File: src/rtl/ifetch_unit.sv
// Instruction fetch stage: owns the PC, issues imem reads, buffers returned words and
// handles MIPS delay-slot redirects. Define IFETCH_PERF_EN to add perf counter outputs.
module ifetch_unit #(
    parameter logic [31:0] RESET_PC  = 32'h0000_0000,
    parameter int          BUF_DEPTH = 2
) (
    input  logic        clk,
    input  logic        rst_n,
    output logic        imem_req_valid,
    input  logic        imem_req_ready,
    output logic [31:0] imem_req_addr,
    input  logic        imem_resp_valid,
    input  logic [31:0] imem_resp_data,
    output logic        instr_valid,
    output logic [31:0] pc,
    output logic [31:0] instr,
    input  logic        stall,
    input  logic        jump_branch,
    input  logic        jump_target,
    input  logic        jump_reg,
    input  logic [31:0] jr_pc
`ifdef IFETCH_PERF_EN
    ,
    output logic [31:0] perf_fetched,
    output logic [31:0] perf_bubbles
`endif
);
    localparam int PW = (BUF_DEPTH > 1) ? $clog2(BUF_DEPTH) : 1;
    localparam int CW = PW + 1;

    typedef enum logic [1:0] {
        SEQ     = 2'd0,
        DS_WAIT = 2'd1,
        REDIR   = 2'd2
    } state_t;

    logic [31:0]          buf_pc_r    [BUF_DEPTH];
    logic [31:0]          buf_instr_r [BUF_DEPTH];
    logic [PW-1:0]        head_r, tail_r;
    logic [CW-1:0]        count_r;
    logic [31:0]          ifq_pc_r    [BUF_DEPTH];
    logic [BUF_DEPTH-1:0] ifq_kill_r;
    logic [PW-1:0]        ifq_rd_r, ifq_wr_r;
    logic [CW-1:0]        outst_r;
    logic [31:0]          fetch_pc_r, target_r;
    logic                 req_hold_r;
    state_t               state_r;

    logic [31:0]          head_pc_s, head_instr_s, pc4_s, jump_tgt_s, fetch_pc_s, target_s;
    logic [CW:0]          occ_s;
    logic                 pop_s, redir_s, case_a_s, case_b_s, case_c_s, fire_s, push_s;
    logic [BUF_DEPTH-1:0] kill_s;
    state_t               state_s;

    assign head_pc_s    = buf_pc_r[head_r];
    assign head_instr_s = buf_instr_r[head_r];
    assign pc4_s        = head_pc_s + 32'd4;
    assign instr_valid  = (count_r != CW'(0));
    assign pc           = instr_valid ? head_pc_s : fetch_pc_r;
    assign instr        = instr_valid ? head_instr_s : 32'h0000_0000;

    assign pop_s   = instr_valid & ~stall;
    assign redir_s = pop_s & (jump_reg | jump_target | jump_branch);
    // Where the delay-slot word lives: a = buffered, b = in flight, c = not yet requested
    assign case_a_s = redir_s & (count_r > CW'(1));
    assign case_b_s = redir_s & (count_r == CW'(1)) & (outst_r != CW'(0));
    assign case_c_s = redir_s & (count_r == CW'(1)) & (outst_r == CW'(0));

    // The slot freed by this cycle's pop may be reused; an unaccepted request stays up.
    assign occ_s          = {1'b0, count_r} + {1'b0, outst_r} - {{CW{1'b0}}, pop_s};
    assign imem_req_valid = rst_n & (state_r != REDIR) &
                            ((occ_s < (CW+1)'(BUF_DEPTH)) | req_hold_r);
    assign imem_req_addr  = fetch_pc_r;
    assign fire_s         = imem_req_valid & imem_req_ready;
    assign push_s         = imem_resp_valid & ~ifq_kill_r[ifq_rd_r] & ~case_a_s;

    // Redirect target selection, jump_reg has highest priority
    always_comb begin
        jump_tgt_s = 32'h0000_0000;
        if (jump_reg) begin
            jump_tgt_s = jr_pc;
        end else if (jump_target) begin
            jump_tgt_s = {pc4_s[31:28], head_instr_s[25:0], 2'b00};
        end else begin
            jump_tgt_s = pc4_s + {{14{head_instr_s[15]}}, head_instr_s[15:0], 2'b00};
        end
    end

    // Squash marks for in-flight reads; only the delay-slot read survives a redirect
    always_comb begin
        kill_s = ifq_kill_r;
        for (int i = 0; i < BUF_DEPTH; i++) begin
            if (fire_s && (PW'(i) == ifq_wr_r)) begin
                kill_s[i] = case_a_s | case_b_s;
            end else if (case_a_s || (case_b_s && (PW'(i) != ifq_rd_r))) begin
                kill_s[i] = 1'b1;
            end else begin
                kill_s[i] = ifq_kill_r[i];
            end
        end
    end

    // Fetch FSM next state and fetch_pc update
    always_comb begin
        state_s  = state_r;
        target_s = target_r;
        if (fire_s) begin
            fetch_pc_s = fetch_pc_r + 32'd4;
        end else begin
            fetch_pc_s = fetch_pc_r;
        end
        case (state_r)
            SEQ: begin
                if (case_a_s || case_b_s || (case_c_s && fire_s)) begin
                    fetch_pc_s = jump_tgt_s;
                end else if (case_c_s) begin
                    state_s  = DS_WAIT;
                    target_s = jump_tgt_s;
                end else begin
                    state_s = SEQ;
                end
            end
            DS_WAIT: begin
                if (fire_s) begin
                    state_s = REDIR;
                end else begin
                    state_s = DS_WAIT;
                end
            end
            REDIR: begin
                fetch_pc_s = target_r;
                state_s    = SEQ;
            end
            default: state_s = SEQ;
        endcase
    end

    // Control state: pointers, occupancy, squash marks, FSM
    always_ff @(posedge clk) begin
        if (!rst_n) begin
            head_r     <= PW'(0);
            tail_r     <= PW'(0);
            count_r    <= CW'(0);
            ifq_rd_r   <= PW'(0);
            ifq_wr_r   <= PW'(0);
            outst_r    <= CW'(0);
            ifq_kill_r <= {BUF_DEPTH{1'b0}};
            fetch_pc_r <= RESET_PC;
            target_r   <= RESET_PC;
            req_hold_r <= 1'b0;
            state_r    <= SEQ;
        end else begin
            head_r <= head_r + PW'(pop_s);
            if (case_a_s) begin
                tail_r  <= head_r + PW'(2);
                count_r <= CW'(1);
            end else begin
                tail_r  <= tail_r + PW'(push_s);
                count_r <= count_r - CW'(pop_s) + CW'(push_s);
            end
            ifq_wr_r   <= ifq_wr_r + PW'(fire_s);
            ifq_rd_r   <= ifq_rd_r + PW'(imem_resp_valid);
            outst_r    <= outst_r + CW'(fire_s) - CW'(imem_resp_valid);
            ifq_kill_r <= kill_s;
            fetch_pc_r <= fetch_pc_s;
            target_r   <= target_s;
            req_hold_r <= imem_req_valid & ~imem_req_ready;
            state_r    <= state_s;
        end
    end

    // Payload storage for buffered words and in-flight request pcs
    always_ff @(posedge clk) begin
        if (push_s) begin
            buf_pc_r[tail_r]    <= ifq_pc_r[ifq_rd_r];
            buf_instr_r[tail_r] <= imem_resp_data;
        end
        if (fire_s) begin
            ifq_pc_r[ifq_wr_r] <= fetch_pc_r;
        end
    end

`ifdef IFETCH_PERF_EN
    // Performance counters, free-running with natural wrap
    always_ff @(posedge clk) begin
        if (!rst_n) begin
            perf_fetched <= 32'd0;
            perf_bubbles <= 32'd0;
        end else begin
            perf_fetched <= perf_fetched + {31'd0, push_s};
            perf_bubbles <= perf_bubbles + {31'd0, ~instr_valid & ~stall};
        end
    end
`endif

endmodule

File: config.mk
export PLATFORM = sky130hd
export DESIGN_NAME = ifetch_unit
export DESIGN_NICKNAME = d
export VERILOG_FILES = /design/src/rtl/ifetch_unit.sv
export SDC_FILE = /design/constraint.sdc
export NUM_CORES = 1
export LEC_CHECK = 0
export ABC_AREA = 1
export CAP_MARGIN = 5
export CELL_PAD_IN_SITES_DETAIL_PLACEMENT = 0
export CELL_PAD_IN_SITES_GLOBAL_PLACEMENT = 1
export CORE_AREA = 4 4 261 135
export DETAILED_ROUTE_END_ITERATION = 12
export DIE_AREA = 0 0 265 139
export GPL_TIMING_DRIVEN = 1
export PLACE_DENSITY = 0.9
export SETUP_SLACK_MARGIN = 0.05
export SYNTH_ARGS = -nofsm -noshare
export SYNTH_HDL_FRONTEND = slang
export SYNTH_SLANG_ARGS = --single-unit
File: constraint.sdc
create_clock -name clk -period 10.7 [get_ports clk]
set_input_delay 1.605 -clock clk [delete_from_list [all_inputs] [get_ports clk]]
set_output_delay 1.605 -clock clk [all_outputs]
set_load 0.01 [all_outputs]
==> results.cfg <==
[floorplanning]
die_x_um = 265
fp.dieH_um = 139
start_util = 0.458
ios = 170
std_cell_rows = 47
core_um2 = 32800
dieArea_um2 = 36800

[sta]
timing.final.max_slew_violations = 0
worst_pin_slew_ns = 1.03
rsz0062_at_grt = no
finalHoldViolations = 0
setup_viol = 0
setup_tns_ns = 0
post-route-period-util = 0.531
holdWs_ns = 0.450
period_needed_ns = 5.68
fmax_mhz = 176
finClkSkew_ns = 0.0224
slew-limit-headroom = 0.310

[cts]
clock-root-buffer = clkbuf_16
clk_pin_slew_ns = 0.07
cts_sinks = 271
post-cts-setup-buffer-count = 0
cts_max_path_buffers = 3
cts_tree = built
numCtsBuffers = 26
cts_resized = 0
cts_hold_buf = 0
htreeDepth = 1
worstSkewPairLatency_ns = 0.55

[setup_path]
critPathLaunch = stall
critPathLaunchType = input pin
worst-r2r-cell-count = 22
crit_required_ns = 9.10
crit_path_end_kind = output port
rrSetupSlack_ns = 5.58
crit_type = in2out
critPathMaxFanout = 5
crit_arrival_ns = 4.08
slowest_delay_ns = 0.55
cpMaxStageDelayCell = clkdlybuf4s50_1
crit_path_cell_trace = clkdlybuf4s50_1, nor2_4, ha_1, inv_1, nand2_1, fa_1, nand2_1, o21bai_1, nand3_1, inv_1, clkdlybuf4s50_1

[power]
intPower_w = 0.00297
pwr-share-seq = 0.285
p_switching_w = 0.00255
swShare = 0.462
clkPwrFrac = 0.162
pwr-share-comb = 0.553
p_per_area_nw_per_um2 = 307
leakagePower_nw = 7.04
irDropWorstVdd_mv = 0.146

[final_layout]
drive_gt1_frac = 0.0678
ff_latch_area_um2 = 7350
multiInputGateArea_um2 = 6770
area_growth_pct = 19.6
fin_util = 0.548
fill_cells = 3025
fin_cells = 2406
nNetsFinal = 2062

[route]
routed_wl_mm = 51.0
ant_nets = 0
routed_via_density = 5.47
post-route-drc-count = 0
vias = 13170
drt-wirelength-per-cell_um = 21.2
drt_first_pass_iters = 6
drt_iter0_markers = 1568

[yosys]
yosysWarnings = 0
synth_cell_types = 52
synth_edf_count = 192
ys_seq_elements = 271
synth.yosys.seq_area_share = 0.489
syn_area_um2 = 15000
syn-instance-count = 1786
synthArstFlopShare = 0
ys.flop_type = edfxtp_1
synth_nets = 1904
avgSynthCellArea_um2 = 8.42

[place]
dp.cells = 2357
routabilityCongestion = 0.960
dpl.hpwl_mm = 38.6
numPortBuffers = 169

[hold_path]
hold_start = target_r[4]$_SDFFE_PN0P_
holdPathStages = 2
hp-class = reg2reg

[global_routing]
grt_pass1_vias = 12009
grt_pass1_wl_mm = 75.6
grt_usage = 0.269
grt_overflow_total = 0
antenna_found_initial = 3
grt_max_degree = 65

[run_status]
run_status = finished clean

[flow_run]
drv_cap = 0
-- metrics by stage --
| stage | worst slack [ns] | instance area (µm²) | total power [W] |
|---|---|---|---|
| 3_3_place_gp | 5.02 | 17200 | 0.00457 |
| 3_5_place_dp | 5.00 | 17200 | 0.00458 |
| 6_report | 5.02 | 18000 | 0.00552 |
| 5_1_grt | 4.92 | 18000 | 0.00587 |
| 2_1_floorplan | 6.02 | 15000 | 0.00334 |
| 4_1_cts | 5.01 | 18000 | 0.00548 |
-- flip-flops by register name, summed over array words and instances (netlist names), 2 cells and up, named ones only --
name and count:
ifq_kill_r 2, count_r 2, buf_instr_r 64, target_r 32, imem_req_addr 32, outst_r 2
state_r 2, buf_pc_r 64, ifq_pc_r 64
-- synthesized netlist by cell type (2+ instances only) --
| library cell | number | area, µm² |
|---|---|---|
| a2111oi_0 | 2 | 17.5 |
| a21o_1 | 4 | 30.0 |
| a21oi_1 | 119 | 596 |
| a31oi_1 | 8 | 50.1 |
| and3_1 | 4 | 25.0 |
| buf_1 | 4 | 15.0 |
| buf_2 | 8 | 40.0 |
| buf_4 | 8 | 60.1 |
| buf_6 | 3 | 33.8 |
| clkbuf_1 | 33 | 124 |
| clkinv_1 | 2 | 7.51 |
| dfxtp_1 | 79 | 1580 |
| edfxtp_1 | 192 | 5770 |
| fa_1 | 2 | 40.0 |
| ha_1 | 44 | 551 |
| inv_1 | 174 | 653 |
| inv_2 | 4 | 15.0 |
| mux2_2 | 32 | 360 |
| mux2i_1 | 11 | 110 |
| nand2_1 | 447 | 1680 |
| nand2_2 | 5 | 31.3 |
| nand2_4 | 2 | 22.5 |
| nand3_1 | 104 | 521 |
| nand3b_1 | 4 | 30.0 |
| nand4_1 | 28 | 175 |
| nor2_1 | 188 | 706 |
| nor2_2 | 5 | 31.3 |
| nor2_4 | 5 | 56.3 |
| nor3_1 | 27 | 135 |
| nor3_2 | 2 | 20.0 |
| nor4_1 | 3 | 18.8 |
| o211ai_1 | 10 | 75.1 |
| o21a_1 | 3 | 22.5 |
| o21ai_0 | 113 | 566 |
| o21ai_1 | 3 | 15.0 |
| o21bai_1 | 7 | 52.6 |
| o221ai_1 | 5 | 43.8 |
| o22ai_1 | 5 | 31.3 |
| or2_2 | 17 | 106 |
| xnor2_1 | 20 | 175 |
| xor2_1 | 39 | 342 |
-- path summary, 6_finish.rpt --
| check | to |
|---|---|
| setup / recovery | imem_req_valid |
| hold / removal | target_r[4]$_SDFFE_PN0P_ |
| hold reg to reg | target_r[4]$_SDFFE_PN0P_ |
| setup reg to reg | imem_req_addr[22]$_SDFF_PN0_ |
-- worst max-delay path: cells and delay by family --
family,cells,cell delay [ns]
buffers and inverters,4,1.17
and+or+nand+nor,4,0.45
AOI/OAI and AO/OA,1,0.12
adders and majority gates,2,0.73
-- layer usage --
layer | vias up | GRT usage | wire length [µm]
met1 | 6201 | 0.414 | 24000
met3 | 59 | 0.0766 | 5340
met2 | 579 | 0.376 | 20700
li1 | 6329 | - | -
met4 | 2 | 0.0536 | 981
met5 | - | 0 | 13
-- cell usage in the layout, fill, tap and decap left out, drive strengths merged, types with 2 or more instances in the layout --
| cell type | n |
|---|---|
| a2111oi | 2 |
| a21o | 4 |
| a21oi | 120 |
| a31oi | 8 |
| and3 | 4 |
| buf | 17 |
| clkbuf | 32 |
| clkdlybuf4s50 | 169 |
| clkinv | 13 |
| clkinvlp | 3 |
| dfxtp | 79 |
| diode | 2 |
| edfxtp | 192 |
| fa | 2 |
| ha | 44 |
| inv | 179 |
| mux2 | 32 |
| mux2i | 11 |
| nand2 | 454 |
| nand3 | 105 |
| nand3b | 4 |
| nand4 | 29 |
| nor2 | 199 |
| nor3 | 29 |
| nor4 | 3 |
| o211ai | 10 |
| o21a | 3 |
| o21ai | 116 |
| o21bai | 7 |
| o221ai | 5 |
| o22ai | 5 |
| or2 | 18 |
| xnor2 | 20 |
| xor2 | 39 |
-- power groups by stage --
stage / Combinational, W / Sequential (W) / Clock, W
after floorplan: 0.00179 / 0.00155 / 0
after global placement: 0.00299 / 0.00158 / 0
after detailed placement: 0.00299 / 0.00159 / 0
after CTS: 0.00301 / 0.00157 / 0.000900
after global routing: 0.00333 / 0.00159 / 0.000948
final: 0.00305 / 0.00157 / 0.000892
-- final cells by class --
type	count	area share
sequential	271	0.409
multi-input combinational	1278	0.376
timing repair buffer	186	0.101
clock buffer	32	0.0386
inverter	181	0.0379
tap	441	0.0307
clock inverter	15	0.00640
antenna	2	0.000278
-- kinds of logic after synthesis --
kind of cell               after synthesis  synth area share
adders and majority gates               46            0.0393
AOI/OAI and AO/OA                      284             0.103
buffers and inverters                  237            0.0635
DFF                                    271             0.489
and+or+nand+nor                        846             0.240
xor gates and xnor gates                59            0.0344
muxes                                   43            0.0313
No activity file was read; power rests on OpenSTA's default activity.
